$ cat src/rtl/match_reporter_if.sv
// Record stream from match_reporter to the host/DMA consumer.
// A record transfers on a clock edge where m_valid and m_ready are both high.
interface match_reporter_if #(
  parameter int PKT_ID_W  = 16,
  parameter int RULE_ID_W = 6
);
  logic                 m_valid;
  logic                 m_ready;
  logic [PKT_ID_W-1:0]  m_pkt_id;
  logic [RULE_ID_W-1:0] m_rule_id;
  logic                 m_last;
  logic                 m_none;

  modport master (
    output m_valid, m_pkt_id, m_rule_id, m_last, m_none,
    input  m_ready
  );

  modport slave (
    input  m_valid, m_pkt_id, m_rule_id, m_last, m_none,
    output m_ready
  );
endinterface

$ cat src/rtl/match_reporter.sv
// Snapshots engine match bits at end of packet and serialises them into a record FIFO.
// MATCH_REPORTER_NOMATCH_EN: when defined, a packet with no matches emits one "none" record.
module match_reporter #(
  parameter int NUM_ENGINES = 64,
  parameter int RULE_ID_W   = 6,
  parameter int PKT_ID_W    = 16,
  parameter int FIFO_DEPTH  = 16,
  parameter int CNT_W       = 16
) (
  input  logic                   clk,
  input  logic                   resetn,
  input  logic                   en,
  input  logic                   sod,
  input  logic                   eod,
  input  logic [PKT_ID_W-1:0]    pkt_id,
  input  logic [NUM_ENGINES-1:0] match_in,
  output logic                   busy,
  match_reporter_if.master       m,
  output logic [CNT_W-1:0]       drop_cnt,
  output logic [1:0]             dbg_state
);

  localparam int PTR_W = $clog2(FIFO_DEPTH);
  localparam logic [PTR_W:0] DEPTH_C = (PTR_W+1)'(FIFO_DEPTH);

  typedef enum logic [1:0] {
    ST_IDLE = 2'd0,
    ST_WAIT = 2'd1,
    ST_SCAN = 2'd2
  } state_t;

`ifdef MATCH_REPORTER_NOMATCH_EN
  typedef struct packed {
    logic [PKT_ID_W-1:0]  pkt_id;
    logic [RULE_ID_W-1:0] rule_id;
    logic                 last;
    logic                 none;
  } rec_t;
`else
  typedef struct packed {
    logic [PKT_ID_W-1:0]  pkt_id;
    logic [RULE_ID_W-1:0] rule_id;
    logic                 last;
  } rec_t;
`endif

  state_t                 state_q, state_d;
  logic [PKT_ID_W-1:0]    tag_q;
  logic [NUM_ENGINES-1:0] snap_q, snap_d, snap_rest;
  logic [RULE_ID_W-1:0]   low_idx;
  logic                   capture, collide;
  logic                   push_req, push_room, push, pop;
  rec_t                   push_rec, head;

  rec_t                   mem [FIFO_DEPTH];
  logic [PTR_W-1:0]       wr_ptr_q, rd_ptr_q;
  logic [PTR_W:0]         count_q;
  logic                   valid;

  // sod only matters to the engines; the collision rule is keyed on eod alone.
  logic unused_sod;
  assign unused_sod = sod;

  assign busy      = (state_q != ST_IDLE);
  assign dbg_state = state_q;
  assign capture   = en & eod & ~busy;
  assign collide   = en & eod & busy;
  assign snap_rest = snap_q & (snap_q - NUM_ENGINES'(1));

  always_comb begin
    low_idx = '0;
    for (int i = NUM_ENGINES - 1; i >= 0; i--) begin
      if (snap_q[i]) low_idx = RULE_ID_W'(i);
    end
  end

  always_comb begin
    state_d          = state_q;
    snap_d           = snap_q;
    push_req         = 1'b0;
    push_rec         = '0;
    push_rec.pkt_id  = tag_q;
    push_rec.rule_id = low_idx;
    push_rec.last    = (snap_rest == '0);
    case (state_q)
      ST_IDLE: begin
        if (capture) state_d = ST_WAIT;
      end
      ST_WAIT: begin
        // Engines registered the last byte on the capture edge; their outputs are valid now.
        snap_d  = match_in;
        state_d = ST_SCAN;
      end
      ST_SCAN: begin
        if (snap_q != '0) begin
          push_req = 1'b1;
          if (push_room) begin
            snap_d = snap_rest;
            if (snap_rest == '0) state_d = ST_IDLE;
          end
        end else begin
`ifdef MATCH_REPORTER_NOMATCH_EN
          push_req         = 1'b1;
          push_rec.rule_id = '0;
          push_rec.last    = 1'b1;
          push_rec.none    = 1'b1;
          if (push_room) state_d = ST_IDLE;
`else
          state_d = ST_IDLE;
`endif
        end
      end
      default: state_d = ST_IDLE;
    endcase
  end

  always_ff @(posedge clk or negedge resetn) begin
    if (!resetn) begin
      state_q  <= ST_IDLE;
      snap_q   <= '0;
      tag_q    <= '0;
      drop_cnt <= '0;
    end else begin
      state_q <= state_d;
      snap_q  <= snap_d;
      if (capture) tag_q <= pkt_id;
      if (collide && drop_cnt != '1) drop_cnt <= drop_cnt + CNT_W'(1);
    end
  end

  // Record FIFO: no fall-through; a pop frees a slot for a same-cycle push.
  assign valid     = (count_q != '0);
  assign pop       = valid & m.m_ready;
  assign push_room = (count_q != DEPTH_C) | pop;
  assign push      = push_req & push_room;

  always_ff @(posedge clk or negedge resetn) begin
    if (!resetn) begin
      wr_ptr_q <= '0;
      rd_ptr_q <= '0;
      count_q  <= '0;
    end else begin
      if (push) wr_ptr_q <= wr_ptr_q + PTR_W'(1);
      if (pop)  rd_ptr_q <= rd_ptr_q + PTR_W'(1);
      case ({push, pop})
        2'b10:   count_q <= count_q + (PTR_W+1)'(1);
        2'b01:   count_q <= count_q - (PTR_W+1)'(1);
        default: count_q <= count_q;
      endcase
    end
  end

  always_ff @(posedge clk) begin
    if (push) mem[wr_ptr_q] <= push_rec;
  end

  assign head        = mem[rd_ptr_q];
  assign m.m_valid   = valid;
  assign m.m_pkt_id  = valid ? head.pkt_id  : '0;
  assign m.m_rule_id = valid ? head.rule_id : '0;
  assign m.m_last    = valid ? head.last    : 1'b0;
`ifdef MATCH_REPORTER_NOMATCH_EN
  assign m.m_none    = valid ? head.none    : 1'b0;
`else
  assign m.m_none    = 1'b0;
`endif

endmodule

$ cat src/flat_wrapper.sv
// flat-port wrapper written by rule: the top's interface ports become plain ports
module match_reporter_flat 
#(
  parameter int NUM_ENGINES = 64,
  parameter int RULE_ID_W   = 6,
  parameter int PKT_ID_W    = 16,
  parameter int FIFO_DEPTH  = 16,
  parameter int CNT_W       = 16
)
  (clk, resetn, en, sod, eod, pkt_id, match_in, busy, drop_cnt, dbg_state, m_m_valid, m_m_pkt_id, m_m_rule_id, m_m_last, m_m_none, m_m_ready);
  match_reporter_if #(.PKT_ID_W(PKT_ID_W), .RULE_ID_W(RULE_ID_W)) m_i ();
  input  logic clk;
  input  logic resetn;
  input  logic en;
  input  logic sod;
  input  logic eod;
  input  logic [PKT_ID_W-1:0] pkt_id;
  input  logic [NUM_ENGINES-1:0] match_in;
  output logic busy;
  output logic [CNT_W-1:0] drop_cnt;
  output logic [1:0] dbg_state;
  output wire logic [$bits(m_i.m_valid)-1:0] m_m_valid;
  output wire logic [$bits(m_i.m_pkt_id)-1:0] m_m_pkt_id;
  output wire logic [$bits(m_i.m_rule_id)-1:0] m_m_rule_id;
  output wire logic [$bits(m_i.m_last)-1:0] m_m_last;
  output wire logic [$bits(m_i.m_none)-1:0] m_m_none;
  input wire logic [$bits(m_i.m_ready)-1:0] m_m_ready;
  assign m_m_valid = m_i.m_valid;
  assign m_m_pkt_id = m_i.m_pkt_id;
  assign m_m_rule_id = m_i.m_rule_id;
  assign m_m_last = m_i.m_last;
  assign m_m_none = m_i.m_none;
  assign m_i.m_ready = m_m_ready;
  match_reporter #(.NUM_ENGINES(NUM_ENGINES), .RULE_ID_W(RULE_ID_W), .PKT_ID_W(PKT_ID_W), .FIFO_DEPTH(FIFO_DEPTH), .CNT_W(CNT_W)) u_core (.clk(clk), .resetn(resetn), .en(en), .sod(sod), .eod(eod), .pkt_id(pkt_id), .match_in(match_in), .busy(busy), .m(m_i), .drop_cnt(drop_cnt), .dbg_state(dbg_state));
endmodule
$ cat config.mk
export PLATFORM = sky130hd
export DESIGN_NAME = match_reporter_flat
export DESIGN_NICKNAME = d
export VERILOG_FILES = /design/src/rtl/match_reporter_if.sv /design/src/rtl/match_reporter.sv /design/src/flat_wrapper.sv
export SDC_FILE = /design/constraint.sdc
export NUM_CORES = 1
export LEC_CHECK = 0
export ABC_CLOCK_PERIOD_IN_PS = 4500
export CAP_MARGIN = 0
export CORE_ASPECT_RATIO = 0.6
export CORE_MARGIN = 2
export CORE_UTILIZATION = 62
export CTS_BUF_LIST = sky130_fd_sc_hd__clkbuf_4 sky130_fd_sc_hd__clkbuf_8
export CTS_CLUSTER_DIAMETER = 30
export DETAILED_ROUTE_END_ITERATION = 16
export PLACE_DENSITY = 0.83
export SLEW_MARGIN = 10
export SYNTH_ARGS = -nofsm -noshare
export SYNTH_HDL_FRONTEND = slang
export SYNTH_SLANG_ARGS = --single-unit
$ cat constraint.sdc
create_clock -name clk -period 4.5 [get_ports clk]
set_input_delay 0.9 -clock clk [delete_from_list [all_inputs] [get_ports clk]]
set_output_delay 0.9 -clock clk [all_outputs]
set_load 0.02 [all_outputs]
### Word level (Yosys, flattened, before mapping)

Memories as Yosys holds them, arrays and structs flattened.
Cells that the tools add are included.

* logic and storage cells: 123
* bits in registers: 111
* memories: 1
* output and inout port bits: 44
* input port bits: 86
* bits in writable memories: 368

* $add $sub $neg: 6
* bitwise logic cells: 8
* muxes and demuxes: 80
* reduce and logical (&&, ||, !) cells: 10
* equal/unequal tests: 11

Memory list
* u_core.mem: words 16, width 23, rd ports 1, clocked after memory_dff 0, wr ports 1, RTL line match_reporter.sv:55 `rec_t mem [FIFO_DEPTH];`

Operators by type and width (count)
* two-way mux 6 bit: 65
* two-way mux 64 bit: 2
* case mux 64 bit (2 select lines): 1
* AND 64 bit: 1
* zero test 64 bit: 1
* nonzero test 64 bit: 1
* subtractor 64 x 1 -> 64 bit, second input constant: 1
* adder 16 x 1 -> 16 bit, second input constant: 1
* two-way mux 16 bit: 1
* != test 16 bit, second input constant: 1
* case mux 5 bit (2 select lines): 1
* adder 4 x 1 -> 4 bit, second input constant: 2
* two-way mux 2 bit: 4
* != test 2 x 1 -> 1 bit, second input constant: 3
* != test 3 x 2 -> 1 bit, second input constant: 2
* case mux 2 bit (3 select lines): 1
* AND reduction 3 bit: 2
* nonzero test 2 bit: 3
* adder 5 x 1 -> 5 bit, second input constant: 1
* AND 1 bit: 5
* two-way mux 1 bit: 5
* != test 5 bit, second input constant: 1
* nonzero test 5 bit: 1
* subtractor 5 x 1 -> 5 bit, second input constant: 1
* other kinds (6): 8

### Logic depth before layout (Yosys ltp)

* depth after elaboration: 64
* mapped depth: 18

### Least setup slack after synthesis

Ideal clock, no wire load.

* kind: register to register
* from: register u_core.snap_q[24]
* to: register u_core.count_q[4]
* slack: 0.597 ns
* stages on the path, launching flop included: 19
* setup time: 0.125 ns
* required time: 4.375 ns
* period minus slack after synthesis: 3.903 ns
* arrival: 3.778 ns
* buffers on the path: 2
* path through: dfrtp_1 buf_6 or4_4 or4_4 buf_6 nor3_2 nand2_1 nand2_1 nor2_1 inv_1 ha_1 inv_1 fa_1 inv_1 a21o_1 a21oi_1 xnor2_1 nor2_1 xor2_1

* cells in the longest elaborated chain, start to end: 6

RTL lines
* start, declared: RTL line match_reporter.sv:49 `logic [NUM_ENGINES-1:0] snap_q, snap_d, snap_rest;`
* start signal, assigned: RTL line match_reporter.sv:125 `snap_q <= snap_d;`
* nonzero test 64 bit *: RTL line match_reporter.sv:95 `if (snap_q != '0) begin`
* two-way mux 1 bit *: RTL line match_reporter.sv:95
* two-way mux 1 bit *: RTL line match_reporter.sv:85 `case (state_q)`
* AND 1 bit *: RTL line match_reporter.sv:135 `assign push = push_req & push_room;`
* == test 2 x 1 -> 1 bit / == test 2 bit (equally long branches): RTL line match_reporter.sv:145 `case ({push, pop})`
* case mux 5 bit (2 select lines) / nonzero test 2 bit (equally long branches)
* end signal, assigned: RTL line match_reporter.sv:146 `2'b10: count_q <= count_q + (PTR_W+1)'(1);`
* end signal, assigned: RTL line match_reporter.sv:147 `2'b01: count_q <= count_q - (PTR_W+1)'(1);`
* end signal, assigned: RTL line match_reporter.sv:148 `default: count_q <= count_q;`
* end, declared: RTL line match_reporter.sv:57 `logic [PTR_W:0] count_q;`

Every way passes the cells marked *; elsewhere a longest branch is shown, timed or not.
A chain may end at the register's enable or synchronous reset.

### Worst setup path after layout

* from: register u_core.rd_ptr_q[0]
* to: output port m_m_pkt_id[15]

* cells in the longest elaborated chain, start to end: 2

RTL lines
* start, declared: RTL line match_reporter.sv:56 `logic [PTR_W-1:0] wr_ptr_q, rd_ptr_q;`
* start signal, assigned: RTL line match_reporter.sv:144 `if (pop) rd_ptr_q <= rd_ptr_q + PTR_W'(1);`
* memory (16 x 23 bit)
* two-way mux 16 bit: RTL line match_reporter.sv:159 `assign m.m_pkt_id = valid ? head.pkt_id : '0;`
* end, declared: RTL line flat_wrapper.sv:23 `output wire logic [$bits(m_i.m_pkt_id)-1:0] m_m_pkt_id;`

Every way passes these cells.

==> qor_table.md <==
| Item | This run | Unit |
|:---|:---|:---|
| Status | complete, no violations | - |
| Vias per cell | 6.486 | - |
| Clock sink count | 479 | - |
| Core box area | 32610 | µm² |
| Number of instances in the synthesized netlist | 1290 | - |
| Summed instance area of the synthesized netlist | 20680 | µm² |
| Unrepaired setup endpoints after global routing | no | - |
| Initial antenna violation count | 0 | - |
| Number of max-slew violations in the final report | 0 | - |
| Buffers added on ports | 127 | - |
| Root Buffer | sky130_fd_sc_hd__clkbuf_8 | - |
| Post-Route Skew | 26.27 | ps |
| Number of placed instances, taps included | 1834 | - |
| Most numerous cell on the critical path | sky130_fd_sc_hd__mux4_2 | - |
| Maxcap violations | 0 | - |
| Tightest slew margin relative to the limit | 0.2330 | - |
| Most common cell after layout, fill and taps aside | sky130_fd_sc_hd__edfxtp_1 | - |
| Endpoint of the lowest-slack register-to-register path | u_core.count_q[4]$_DFFE_PN0P_ | - |
| Startpoint of the worst-slack reg-to-reg timing path | u_core.snap_q[20]$_DFFE_PN0P_ | - |
| Gp weighted congestion | 0.9852 | - |
| CTS clk-pin slew, worst paths | 60 | ps |
| Largest net degree at the start of global routing | 58 | - |
| Endpoint required time on the critical path | 3600 | ps |
| Nets in the synthesized netlist | 1390 | - |
| Final global-route overflow total | 0 | - |
| Die height | 145.5 | µm |
| Number of synthesized flops with an enable pin | 368 | - |
| Accumulated negative setup slack | 0 | ps |
| Number of I/O pins | 130 | - |
| Non-filler cells, final | 1970 | - |
| Syn avg cell area | 16.03 | µm² |
| Setup violation total in the final timing report | 0 | - |
| Portion of the clock cycle consumed by the worst path in the final layout | 0.9551 | - |
| Critical setup path kind | flop to output pin | - |
| Wire length of the first global-routing pass | 77800 | µm |
| Library cell occupying the most area in the post-synthesis netlist | sky130_fd_sc_hd__edfxtp_1 | - |
| Final-stage net count | 1560 | - |
| Count of distinct cell types in the synthesized netlist | 74 | - |
| Reg2Reg Setup Slack | 310 | ps |
| Cell Rows | 51 | - |
| Number of cells on the worst reg-to-reg path | 16 | - |
| Portion of synthesized cell area occupied by the leading cell type | 0.5343 | - |
| Cell with the largest stage delay on the worst path | sky130_fd_sc_hd__dfrtp_4 | - |
| Power density relative to cell area | 686.9 | nW/µm² |
| Primary flip-flop cell chosen by synthesis mapping | sky130_fd_sc_hd__edfxtp_1 | - |
| Detailed-router iteration count before antenna repair | 8 | - |
| Post-synthesis async set-or-reset flop share | 0.2317 | - |
| DRC violation count after routing | 0 | - |
| Count of yosys warnings during synthesis | 0 | - |
| Total number of vias | 12780 | - |
| Worst supply voltage drop on vdd | 0.4769 | mV |
| All-Layer GR Usage | 0.3051 | - |
| Placed wire-length estimate after detailed placement | 32790 | µm |
| CP peak stage delay | 630 | ps |
| Sequential area share after synthesis | 0.6686 | - |
| Post-route minimum period | 4298 | ps |
| Number of buffers created by CTS | 73 | - |
| Initial core utilization | 0.6343 | - |
| H-Tree Depth | 3 | - |
| Critical Path, Cell by Cell | buf_12 > mux4_2 > mux4_2 > nor2b_1 > clkdlybuf4s50_1 | - |
| Overall die width | 239.8 | µm |
| Startpoint types | flop | - |
| Area contributors post-synth | sky130_fd_sc_hd__edfxtp_1 53%, sky130_fd_sc_hd__dfrtp_1 13%, sky130_fd_sc_hd__mux4_2 13%, sky130_fd_sc_hd__a22o_1 2.6%, sky130_fd_sc_hd__nand2_1 2.0% | - |
| Flip-flop and latch count after synthesis | 479 | - |
| Share of cells above drive strength 1 | 0.2172 | - |
| CTS tree | built | - |
| Class of the tightest hold or removal check | primary input to async pin | - |
| CTS-repair resized insts | 0 | - |
| Die area | 34890 | µm² |
| Average detailed-routed wire length per instance | 26.09 | µm |
| Clk Latency, worst-skew pair | 630 | ps |
| Final Hold Violating Endpoints | 0 | - |
| 1st-iter DRT viols | 1637 | - |
| Total length of routed wires | 51410 | µm |
| Most frequent cells in the layout | 368 x sky130_fd_sc_hd__edfxtp_1, 126 x sky130_fd_sc_hd__clkdlybuf4s50_1, 115 x sky130_fd_sc_hd__mux4_2 | - |
| Peak clock frequency supported by timing | 232.7 | MHz |
| Top fanout value on the critical path | 38 | - |
| Tightest Pin Transition | 1150 | ps |
| Leakage Power | 8.460 | nW |
| Critical path data arrival time | 3400 | ps |
| Type of destination of the critical path | output pin | - |
| Routed Antenna Nets | 0 | - |
| Area overhead of the layout relative to synthesis | 16.73 | % |
| Maximum count of clock buffers along a single path | 3 | - |
| Vias in the first global route | 12690 | - |
## flip-flops by register name, summed over array words and instances, names as in the netlist
signal	flops
u_core.dbg_state	2
u_core.tag_q	16
u_core.snap_q	64
u_core.count_q	5
u_core.mem	368
u_core.drop_cnt	16
u_core.rd_ptr_q	4
u_core.wr_ptr_q	4
## per-stage QoR
step	utilization	setup slack [ps]	cell area (µm²)	hold WS [ps]	power (mW)
2_1_floorplan	-	596.7	20680	466.8	10.71
3_3_place_gp	0.6941	470.3	22630	478.6	12.68
3_5_place_dp	0.6941	425.5	22630	486.9	12.88
4_1_cts	0.7399	14.22	24130	387.4	16.54
5_1_grt	0.7403	18.84	24140	429.7	17.42
6_report	0.7404	201.9	24140	393.0	16.58
## repair_timing
| item | CTS | global route |
|---|---|---|
| endpoints found under the hold margin | 0 | 0 |
| endpoints found under the setup margin | 0 | 14 |
| hold buffers | 0 | 0 |
| setup buffers | 0 | 1 |
## per-layer routing
metal | vias to the layer above | part of all wire | global-route usage
li1 | 5483 | - | -
met1 | 6450 | 0.43 | 0.4846
met2 | 750 | 0.43 | 0.4151
met3 | 95 | 0.12 | 0.08763
met4 | 0 | 0.022 | 0.08688
met5 | - | 0 | 0
## critical path: cells and delay by family (launching register included)
family                 cells  cell delay (ps)
buffers and inverters      2              890
flip-flops                 1              630
multiplexers               2             1050
AND/OR/NAND/NOR            1              150
## cells by family (layout without fill, tap and decap cells)
| group | count (synthesis) | after routing | share of synthesized area |
|---|---|---|---|
| XOR/XNOR | 26 | 26 | 0.01101 |
| adder cells (fa/ha/maj) | 16 | 16 | 0.009800 |
| flip-flops | 479 | 479 | 0.6686 |
| multiplexers | 134 | 134 | 0.1355 |
| buffers and inverters | 106 | 335 | 0.02026 |
| AO/OA/AOI/OAI | 220 | 220 | 0.07622 |
| AND/OR/NAND/NOR | 308 | 308 | 0.07846 |
| other | 1 | 2 | 0.0001813 |
## layout make-up
| class | count | area (µm²) |
|---|---|---|
| sequential | 479 | 13840 |
| fill | 1974 | 8464 |
| multi-input combinational | 705 | 6447 |
| timing repair buffer | 173 | 1697 |
| clock buffer | 103 | 1255 |
| tap | 450 | 563.0 |
| clock inverter | 31 | 236.5 |
| inverter | 28 | 105.1 |
| antenna | 1 | 2.502 |
## power breakdown
part	switching, mW	internal, mW	leakage, nW
registers	1.24	5.84	4.70
clock network	1.70	1.95	0.775
logic	2.97	2.88	2.98
## how the worst max path moves through the flow
stage	startpoint	slack [ps]	depth (start not counted)	to
2_1_floorplan	u_core.snap_q[24]$_DFFE_PN0P_	600	18	u_core.count_q[4]$_DFFE_PN0P_
3_3_place_gp	u_core.snap_q[20]$_DFFE_PN0P_	470	16	u_core.count_q[4]$_DFFE_PN0P_
3_5_place_dp	u_core.snap_q[20]$_DFFE_PN0P_	430	16	u_core.count_q[4]$_DFFE_PN0P_
4_1_cts	u_core.rd_ptr_q[0]$_DFFE_PN0P_	10	5	m_m_rule_id[2]
5_1_grt	u_core.snap_q[20]$_DFFE_PN0P_	20	16	u_core.count_q[4]$_DFFE_PN0P_
6_report	u_core.rd_ptr_q[0]$_DFFE_PN0P_	200	5	m_m_pkt_id[15]
## cell usage after synthesis, types with 7 or more instances
master / instances
sky130_fd_sc_hd__nor2b_1: 27
sky130_fd_sc_hd__edfxtp_1: 368
sky130_fd_sc_hd__a21oi_1: 34
sky130_fd_sc_hd__inv_1: 28
sky130_fd_sc_hd__ha_1: 13
sky130_fd_sc_hd__nor3_1: 15
sky130_fd_sc_hd__mux4_2: 115
sky130_fd_sc_hd__and2_1: 17
sky130_fd_sc_hd__a22o_1: 61
sky130_fd_sc_hd__xor2_1: 8
sky130_fd_sc_hd__nor4_1: 20
sky130_fd_sc_hd__clkbuf_1: 62
sky130_fd_sc_hd__xnor2_1: 18
sky130_fd_sc_hd__o21ai_0: 52
sky130_fd_sc_hd__o31ai_1: 13
sky130_fd_sc_hd__buf_1: 11
sky130_fd_sc_hd__nand4_1: 11
sky130_fd_sc_hd__nand3_1: 12
sky130_fd_sc_hd__dfrtp_1: 111
sky130_fd_sc_hd__nor2_1: 48
sky130_fd_sc_hd__mux2_2: 18
sky130_fd_sc_hd__and3_1: 7
sky130_fd_sc_hd__nand2_1: 110
No activity file was read; power rests on OpenSTA's default activity.
